## src/rtl/inst_fetch_unit_if.sv

```systemverilog
// Bundle of fetch-side handshakes: redirect, memory request/response, and the decode-facing instruction stream.
// The fetch unit takes the master modport; the memory/decode environment takes the slave modport.
interface inst_fetch_unit_if;
  logic        redirect_valid;
  logic [31:0] redirect_pc;
  logic        mem_req_valid;
  logic        mem_req_ready;
  logic [31:0] mem_req_addr;
  logic        mem_rsp_valid;
  logic [31:0] mem_rsp_data;
  logic        inst_valid;
  logic        inst_ready;
  logic [31:0] inst_data;
  logic [31:0] inst_pc;
  logic [31:0] PCC;

  modport master (
    input  redirect_valid, redirect_pc, mem_req_ready, mem_rsp_valid, mem_rsp_data, inst_ready,
    output mem_req_valid, mem_req_addr, inst_valid, inst_data, inst_pc, PCC
  );

  modport slave (
    output redirect_valid, redirect_pc, mem_req_ready, mem_rsp_valid, mem_rsp_data, inst_ready,
    input  mem_req_valid, mem_req_addr, inst_valid, inst_data, inst_pc, PCC
  );
endinterface

```

## src/rtl/inst_fetch_unit.sv

```systemverilog
// Instruction fetch: one outstanding memory read, credit-limited so responses always fit the
// instruction FIFO, with branch redirect that flushes the FIFO and drops any in-flight response.
module inst_fetch_unit #(
  parameter logic [31:0] RESET_PC = 32'h0000_0000,
  parameter int unsigned DEPTH    = 2  // 2 or 4
) (
  input  logic               CLK,
  input  logic               rst,
  inst_fetch_unit_if.master  bus
);
  localparam int unsigned   PW      = (DEPTH > 2) ? 2 : 1;
  localparam int unsigned   CW      = PW + 1;
  localparam logic [CW-1:0] DEPTH_C = CW'(DEPTH);

  typedef enum logic [1:0] {IDLE, REQ, WAIT, DROP} state_t;

  state_t        state_q;
  logic [31:0]   fetch_pc_q;
  logic [31:0]   req_pc_q;
  logic          mem_req_valid_q;
  logic [CW-1:0] count_q;
  logic [CW-1:0] count_d;
  logic [PW-1:0] rd_ptr_q;
  logic [PW-1:0] wr_ptr_q;
  logic [31:0]   pc_mem   [DEPTH];
  logic [31:0]   data_mem [DEPTH];

  logic accept;
  logic push;
  logic pop;
  logic head_valid;
  logic unused_redirect_lsbs;

  assign accept     = mem_req_valid_q & bus.mem_req_ready;
  // Responses outside WAIT (or colliding with a redirect) never reach the FIFO.
  assign push       = (state_q == WAIT) & bus.mem_rsp_valid & ~bus.redirect_valid;
  assign head_valid = (count_q != '0);
  assign pop        = head_valid & bus.inst_ready;
  assign count_d    = count_q + {{(CW-1){1'b0}}, push} - {{(CW-1){1'b0}}, pop};

  assign unused_redirect_lsbs = ^bus.redirect_pc[1:0];

  assign bus.mem_req_valid = mem_req_valid_q;
  assign bus.mem_req_addr  = fetch_pc_q;
  assign bus.PCC           = fetch_pc_q;
  assign bus.inst_valid    = head_valid;
  assign bus.inst_data     = head_valid ? data_mem[rd_ptr_q] : '0;
  assign bus.inst_pc       = head_valid ? pc_mem[rd_ptr_q]   : '0;

  always_ff @(posedge CLK) begin
    if (push) begin
      pc_mem[wr_ptr_q]   <= req_pc_q;
      data_mem[wr_ptr_q] <= bus.mem_rsp_data;
    end
  end

  always_ff @(posedge CLK or negedge rst) begin
    if (!rst) begin
      state_q         <= IDLE;
      fetch_pc_q      <= RESET_PC;
      req_pc_q        <= RESET_PC;
      mem_req_valid_q <= 1'b0;
      count_q         <= '0;
      rd_ptr_q        <= '0;
      wr_ptr_q        <= '0;
    end else begin
      if (bus.redirect_valid) begin
        count_q  <= '0;
        rd_ptr_q <= '0;
        wr_ptr_q <= '0;
      end else begin
        count_q <= count_d;
        if (push) wr_ptr_q <= wr_ptr_q + PW'(1);
        if (pop)  rd_ptr_q <= rd_ptr_q + PW'(1);
      end

      if (bus.redirect_valid) begin
        fetch_pc_q      <= {bus.redirect_pc[31:2], 2'b00};
        mem_req_valid_q <= 1'b0;
        // Anything already accepted by memory must have its response swallowed in DROP.
        case (state_q)
          IDLE:    state_q <= IDLE;
          REQ:     state_q <= accept ? DROP : IDLE;
          WAIT:    state_q <= bus.mem_rsp_valid ? IDLE : DROP;
          default: state_q <= bus.mem_rsp_valid ? IDLE : DROP;
        endcase
      end else begin
        case (state_q)
          IDLE: begin
            if (count_q < DEPTH_C) begin
              state_q         <= REQ;
              mem_req_valid_q <= 1'b1;
            end
          end
          REQ: begin
            if (accept) begin
              fetch_pc_q      <= fetch_pc_q + 32'd4;
              req_pc_q        <= fetch_pc_q;
              state_q         <= WAIT;
              mem_req_valid_q <= 1'b0;
            end
          end
          WAIT: begin
            if (bus.mem_rsp_valid) begin
              if (count_d < DEPTH_C) begin
                state_q         <= REQ;
                mem_req_valid_q <= 1'b1;
              end else begin
                state_q <= IDLE;
              end
            end
          end
          default: begin
            if (bus.mem_rsp_valid) state_q <= IDLE;
          end
        endcase
      end
    end
  end
endmodule
```

## src/flat_wrapper.sv

```systemverilog
// flat-port wrapper written by rule: the top's interface ports become plain ports
module inst_fetch_unit_flat 
#(
  parameter logic [31:0] RESET_PC = 32'h0000_0000,
  parameter int unsigned DEPTH    = 2           
)
  (CLK, rst, bus_redirect_valid, bus_redirect_pc, bus_mem_req_ready, bus_mem_rsp_valid, bus_mem_rsp_data, bus_inst_ready, bus_mem_req_valid, bus_mem_req_addr, bus_inst_valid, bus_inst_data, bus_inst_pc, bus_PCC);
  inst_fetch_unit_if bus_i ();
  input  logic CLK;
  input  logic rst;
  input wire logic [$bits(bus_i.redirect_valid)-1:0] bus_redirect_valid;
  input wire logic [$bits(bus_i.redirect_pc)-1:0] bus_redirect_pc;
  input wire logic [$bits(bus_i.mem_req_ready)-1:0] bus_mem_req_ready;
  input wire logic [$bits(bus_i.mem_rsp_valid)-1:0] bus_mem_rsp_valid;
  input wire logic [$bits(bus_i.mem_rsp_data)-1:0] bus_mem_rsp_data;
  input wire logic [$bits(bus_i.inst_ready)-1:0] bus_inst_ready;
  output wire logic [$bits(bus_i.mem_req_valid)-1:0] bus_mem_req_valid;
  output wire logic [$bits(bus_i.mem_req_addr)-1:0] bus_mem_req_addr;
  output wire logic [$bits(bus_i.inst_valid)-1:0] bus_inst_valid;
  output wire logic [$bits(bus_i.inst_data)-1:0] bus_inst_data;
  output wire logic [$bits(bus_i.inst_pc)-1:0] bus_inst_pc;
  output wire logic [$bits(bus_i.PCC)-1:0] bus_PCC;
  assign bus_i.redirect_valid = bus_redirect_valid;
  assign bus_i.redirect_pc = bus_redirect_pc;
  assign bus_i.mem_req_ready = bus_mem_req_ready;
  assign bus_i.mem_rsp_valid = bus_mem_rsp_valid;
  assign bus_i.mem_rsp_data = bus_mem_rsp_data;
  assign bus_i.inst_ready = bus_inst_ready;
  assign bus_mem_req_valid = bus_i.mem_req_valid;
  assign bus_mem_req_addr = bus_i.mem_req_addr;
  assign bus_inst_valid = bus_i.inst_valid;
  assign bus_inst_data = bus_i.inst_data;
  assign bus_inst_pc = bus_i.inst_pc;
  assign bus_PCC = bus_i.PCC;
  inst_fetch_unit #(.RESET_PC(RESET_PC), .DEPTH(DEPTH)) u_core (.CLK(CLK), .rst(rst), .bus(bus_i));
endmodule
```

## config.mk

```make
export PLATFORM = sky130hd
export DESIGN_NAME = inst_fetch_unit_flat
export DESIGN_NICKNAME = d
export VERILOG_FILES = /design/src/rtl/inst_fetch_unit_if.sv /design/src/rtl/inst_fetch_unit.sv /design/src/flat_wrapper.sv
export SDC_FILE = /design/constraint.sdc
export NUM_CORES = 1
export LEC_CHECK = 0
export CORE_ASPECT_RATIO = 0.8
export CORE_MARGIN = 5
export CORE_UTILIZATION = 54
export CTS_CLUSTER_SIZE = 28
export DETAILED_ROUTE_END_ITERATION = 12
export HOLD_SLACK_MARGIN = 0.12
export MAX_ROUTING_LAYER = met4
export PLACE_DENSITY_LB_ADDON = 0.12
export SLEW_MARGIN = 20
export SYNTH_ARGS = -nofsm -noshare
export SYNTH_HDL_FRONTEND = slang
export SYNTH_SLANG_ARGS = --single-unit
```

## constraint.sdc

```tcl
create_clock -name CLK -period 10.9 [get_ports CLK]
set_clock_uncertainty 0.2 [all_clocks]
set_input_delay 2.18 -clock CLK [delete_from_list [all_inputs] [get_ports CLK]]
set_output_delay 2.18 -clock CLK [all_outputs]
set_load 0.1 [all_outputs]
```

# Word-level counts from Yosys, hierarchy flattened
# Memory sizes are Yosys's and may differ from the RTL's.
# Index checks and enable logic that the tools add are counted.
# classes
n_addsub,5
order_cmp,2
eq_ne,6
mux,28
bitwise_logic,5
n_reduce_logical,12
# op_table
cell,n
$mux W32,5
$add A32 B3 Y32 const B,1
$mux W2,8
$mux W1,12
$reduce_bool A2 Y1,5
$reduce_bool A4 Y1,2
$ne A3 B2 Y1 const B,2
$ne A3 B3 Y1 const B,2
$pmux W2 S3,1
$reduce_and A5 Y1,1
$and A1 B1 Y1,4
$lt A2 B2 Y1 const B,2
$pmux W2 S2,1
$reduce_and A4 Y1,1
$pmux W1 S3,1
$reduce_and A3 Y1,1
$add A1 B1 Y1 const B,2
$add A2 B1 Y2,1
$eq A2 B1 Y1 const B,1
$eq A2 B2 Y1 const B,1
$logic_not A2 Y1,1
$reduce_and A2 Y1,1
$sub A2 B1 Y2,1
$not A1 Y1,1
# totals
register_bits,71
ram_bits,128
word_cells,67
mem_count,2
# mem_list
memory,depth,word_bits,rd,rd_ports_with_merged_regs,wr,line_no,text
u_core.data_mem,2,32,1,0,1,inst_fetch_unit.sv:26,logic [31:0] data_mem [DEPTH];
u_core.pc_mem,2,32,1,0,1,inst_fetch_unit.sv:25,logic [31:0] pc_mem [DEPTH];

# Depth between registers and ports, before layout
# logic_depth
ltp_word,10
depth_mapped,10

# Least setup slack after synthesis
# No wires, ideal clock.
# synth_timing
path_kind,input to register
startpoint,input bus_redirect_valid
endpoint,memory u_core.data_mem[0][0] (enable)
setup_time_ps,559
arrival_ps,6851
t_required_ps,10141
slack_ps,3291
stages,3
n_path_buf,2
path_cell_list,clkbuf_1 clkbuf_1 nor3_1
# synth_via
elab_chain_cells,4
# synth_lines
element,line_no,text
"start, declared",flat_wrapper.sv:11,input wire logic [$bits(bus_i.redirect_valid)-1:0] bus_redirect_valid;
$not A1 Y1 (no source line),--,
$and A1 B1 Y1,inst_fetch_unit.sv:36,assign push = (state_q == WAIT) & bus.mem_rsp_valid & ~bus.redirect_valid;
$mux W1,inst_fetch_unit.sv:51,if (push) begin
$mux W1 (implied by the code),inst_fetch_unit.sv:53,data_mem[wr_ptr_q] <= bus.mem_rsp_data;
"end, declared",inst_fetch_unit.sv:26,
# No other way between the ends.

# Worst setup path in the final report
# layout_timing
startpoint,register u_core.rd_ptr_q
endpoint,output bus_inst_data[29]
# layout_via
elab_chain_cells,2
# layout_lines
element,line_no,text
"start, declared",inst_fetch_unit.sv:23,logic [PW-1:0] rd_ptr_q;
"start signal, assigned",inst_fetch_unit.sv:74,if (pop) rd_ptr_q <= rd_ptr_q + PW'(1);
$mem_v2 Z2 W32,--,
$mux W32,inst_fetch_unit.sv:47,assign bus.inst_data = head_valid ? data_mem[rd_ptr_q] : '0;
"end, declared",flat_wrapper.sv:20,output wire logic [$bits(bus_i.inst_data)-1:0] bus_inst_data;
# No other way between the ends.

==> impl_results.md <==
* Status: finished, final reports clean
* Lkg Pwr at 0.00381 uW
* Worst Setup Start Kind: flop
* Mapped Cells at about 620
* First DRT Iteration DRCs at 367
* Final slew viol count at 0
* Worst-Margin Slew at 1.06 ns
* Routed vias/inst at between 5 and 6
* Avg Inst Size Synth at 13.3 um^2
* Count leader, synth: edfxtp_1
* Cell Pwr Density at 283 mW/mm^2
* Final hold slack at 0.261 ns
* Post-CTS Setup Bufs at 0
* Critical path fanouts, max at 37
* Crit path capture type: output port
* Cell Rows at 40
* Clock sink total at about 190
* Mapped Area at 0.00828 mm^2
* Critical path type: reg -> out
* Root buf cell: clkbuf_16
* # diodes at 0
* Async set-reset flop share out of synthesis at 0.351
* Min cycle time layout at ~5.4 ns
* Main synth FF type: edfxtp_1
* DRT Pass-1 Iters at 5
* IO Pins at 200
* IO buf count at 191
* Setup_tns at 0 ns
* Final worst-path cycle share at 0.496
* Worst-path cell chain: buf_12, mux2i_1, nor2_1, clkdlybuf4s50_1
* Post-layout util at 0.710
* Hold crit path type: reg -> reg
* Cts repair resizes at 0
* Post-synth EDFFs at approximately 120
* Slowest cell delay on critical path at 1.16 ns
* Reg clk slew, reported paths at roughly 0.070 ns
* Die X at 148 um
* Max_cap viols at 0
* TritonCTS clock tree: yes
* Cts bufs inserted at 17
* Distinct cells, synth at 45
* Layout area overhead at 28.7%
* Largest net degree at the start of global routing at 68
* Initial Util at 0.552
* Final Setup Violations at 0
* Slew margin rel. at 0.293
* Clk buf depth at 2
* Synth area leaders: edfxtp_1 45%, dfrtp_1 20%, mux2i_1 7.7%
* Fin nets at 856
* Total Routed Length at 18600 um
* Initial antenna violation count at 0
* DP Wirelength at 12300 um
* Pwr Total at 3020 uW
* Seq/Total Area, Yosys at 0.652
* Avg WL per Cell at roughly 19 um
* RSZ-0062 raised after global routing: false
* Overflow after GRT at 0
* Yosys warns at 0
* Gpl congestion at about 0.85
* Synth cell count leaders: 124 x edfxtp_1, 87 x nor2_1, 67 x dfrtp_1
* Critical Path AT at about 3 ns
* Core area at about 0.015 mm^2
* Synth top area share at 0.449
* Hold Vio Cnt, Final at 0
* Die height at 121 um
* DRC at 0
* Die area at about 0.018 mm^2
* Maximum VDD drop at 150 uV
* Most area-hungry cell type in the Yosys netlist: edfxtp_1
* Global-route wire length before repair at 29300 um
* Max Freq at 185 MHz
* Critical path's slowest cell: clkdlybuf4s50_1
* H-tree depth at 4
* DRT antenna net count at 0
* Layout cells sized above 1 at 0.0898
* #FFs+latches synth at 191
* Routed vias at between 5000 and 6000
* Number of global-route vias before repair at about 5400
* Hold-fix buffers, CTS at 0
* R2r setup slk at 7.93 ns
* Total GRT Usage at 0.216
* Clock Latency Late Sink at 0.42 ns
* Critical path required time at roughly 8.5 ns
[worst paths after layout]
check                                    start              endpoint  cells after the start
setup / recovery               u_core.rd_ptr_q     bus_inst_data[29]                      4
hold / removal             u_core.req_pc_q[26]  u_core.pc_mem[1][26]                      0
setup reg to reg             u_core.state_q[1]    u_core.bus.PCC[25]                      6
hold reg to reg            u_core.req_pc_q[26]  u_core.pc_mem[1][26]                      0
max in group asynchronous                  rst       u_core.rd_ptr_q                      2
min in group asynchronous                  rst    u_core.req_pc_q[9]                      2
[cell type report]
type / instances / area (um^2)
Tap cell: 189 / 236
Multi-Input combinational cell: 361 / 2490
Sequential cell: 191 / 5400
Timing Repair Buffer: 197 / 1960
Clock buffer: 19 / 433
Clock inverter: 13 / 91.3
Fill cell: 1047 / 4360
Inverter: 10 / 37.5
[critical path, delay by kind of cell (launching register included)]
kind                   cells  cell delay [ns]
buffers and inverters      2             1.47
DFF                        1             0.90
and+or+nand+nor            1             0.12
muxes                      1             0.11
[registers in the layout (all words and copies together) (netlist names), 2 cells and up]
register	count
u_core.req_pc_q	30
u_core.bus.PCC	30
u_core.state_q	2
u_core.data_mem	64
u_core.count_q	2
u_core.pc_mem	60
[per-layer routing]
metal / wire length [um] / track usage / vias up
met3: 1250 / 0.0483 / 14
met4: 210 / 0.0612 / 0
li1: - / - / 2561
met2: 8630 / 0.315 / 218
met5: 0 / - / -
met1: 8560 / 0.308 / 2682
[cell families after synthesis]
| family | share of synthesized area |
|---|---|
| AOI/OAI and AO/OA | 0.0480 |
| xor gates and xnor gates | 0.0154 |
| adders and majority gates | 0.0121 |
| buffers and inverters | 0.0517 |
| DFF | 0.652 |
| muxes | 0.114 |
| other | 0.000453 |
| and+or+nand+nor | 0.106 |
[placed cells by master (no fill, tap or decap), drive strengths merged, types with 18 or more instances in the layout]
master         synthesis  routed
mux2                  27      27
edfxtp               124     124
o21ai                 18      18
clkbuf                24      19
nor2                  87      87
clkdlybuf4s50          0     190
dfrtp                 67      67
nand2                 27      27
mux2i                 64      64
[report_power, final]
part / switching, uW / internal (uW)
registers: 119 / 913
logic: 1060 / 370
clock network: 261 / 292
total: 1450 / 1570
[through the flow]
stage          cell area [um^2]  setup slack, ns  std cells
5_1_grt                   10700             5.37        980
3_5_place_dp              10100             5.71        947
6_report                  10700             5.50        980
2_1_floorplan              8300             3.29        629
3_3_place_gp              10100             5.74        947
4_1_cts                   10600             5.27        979
No activity file was read; power rests on OpenSTA's default activity.
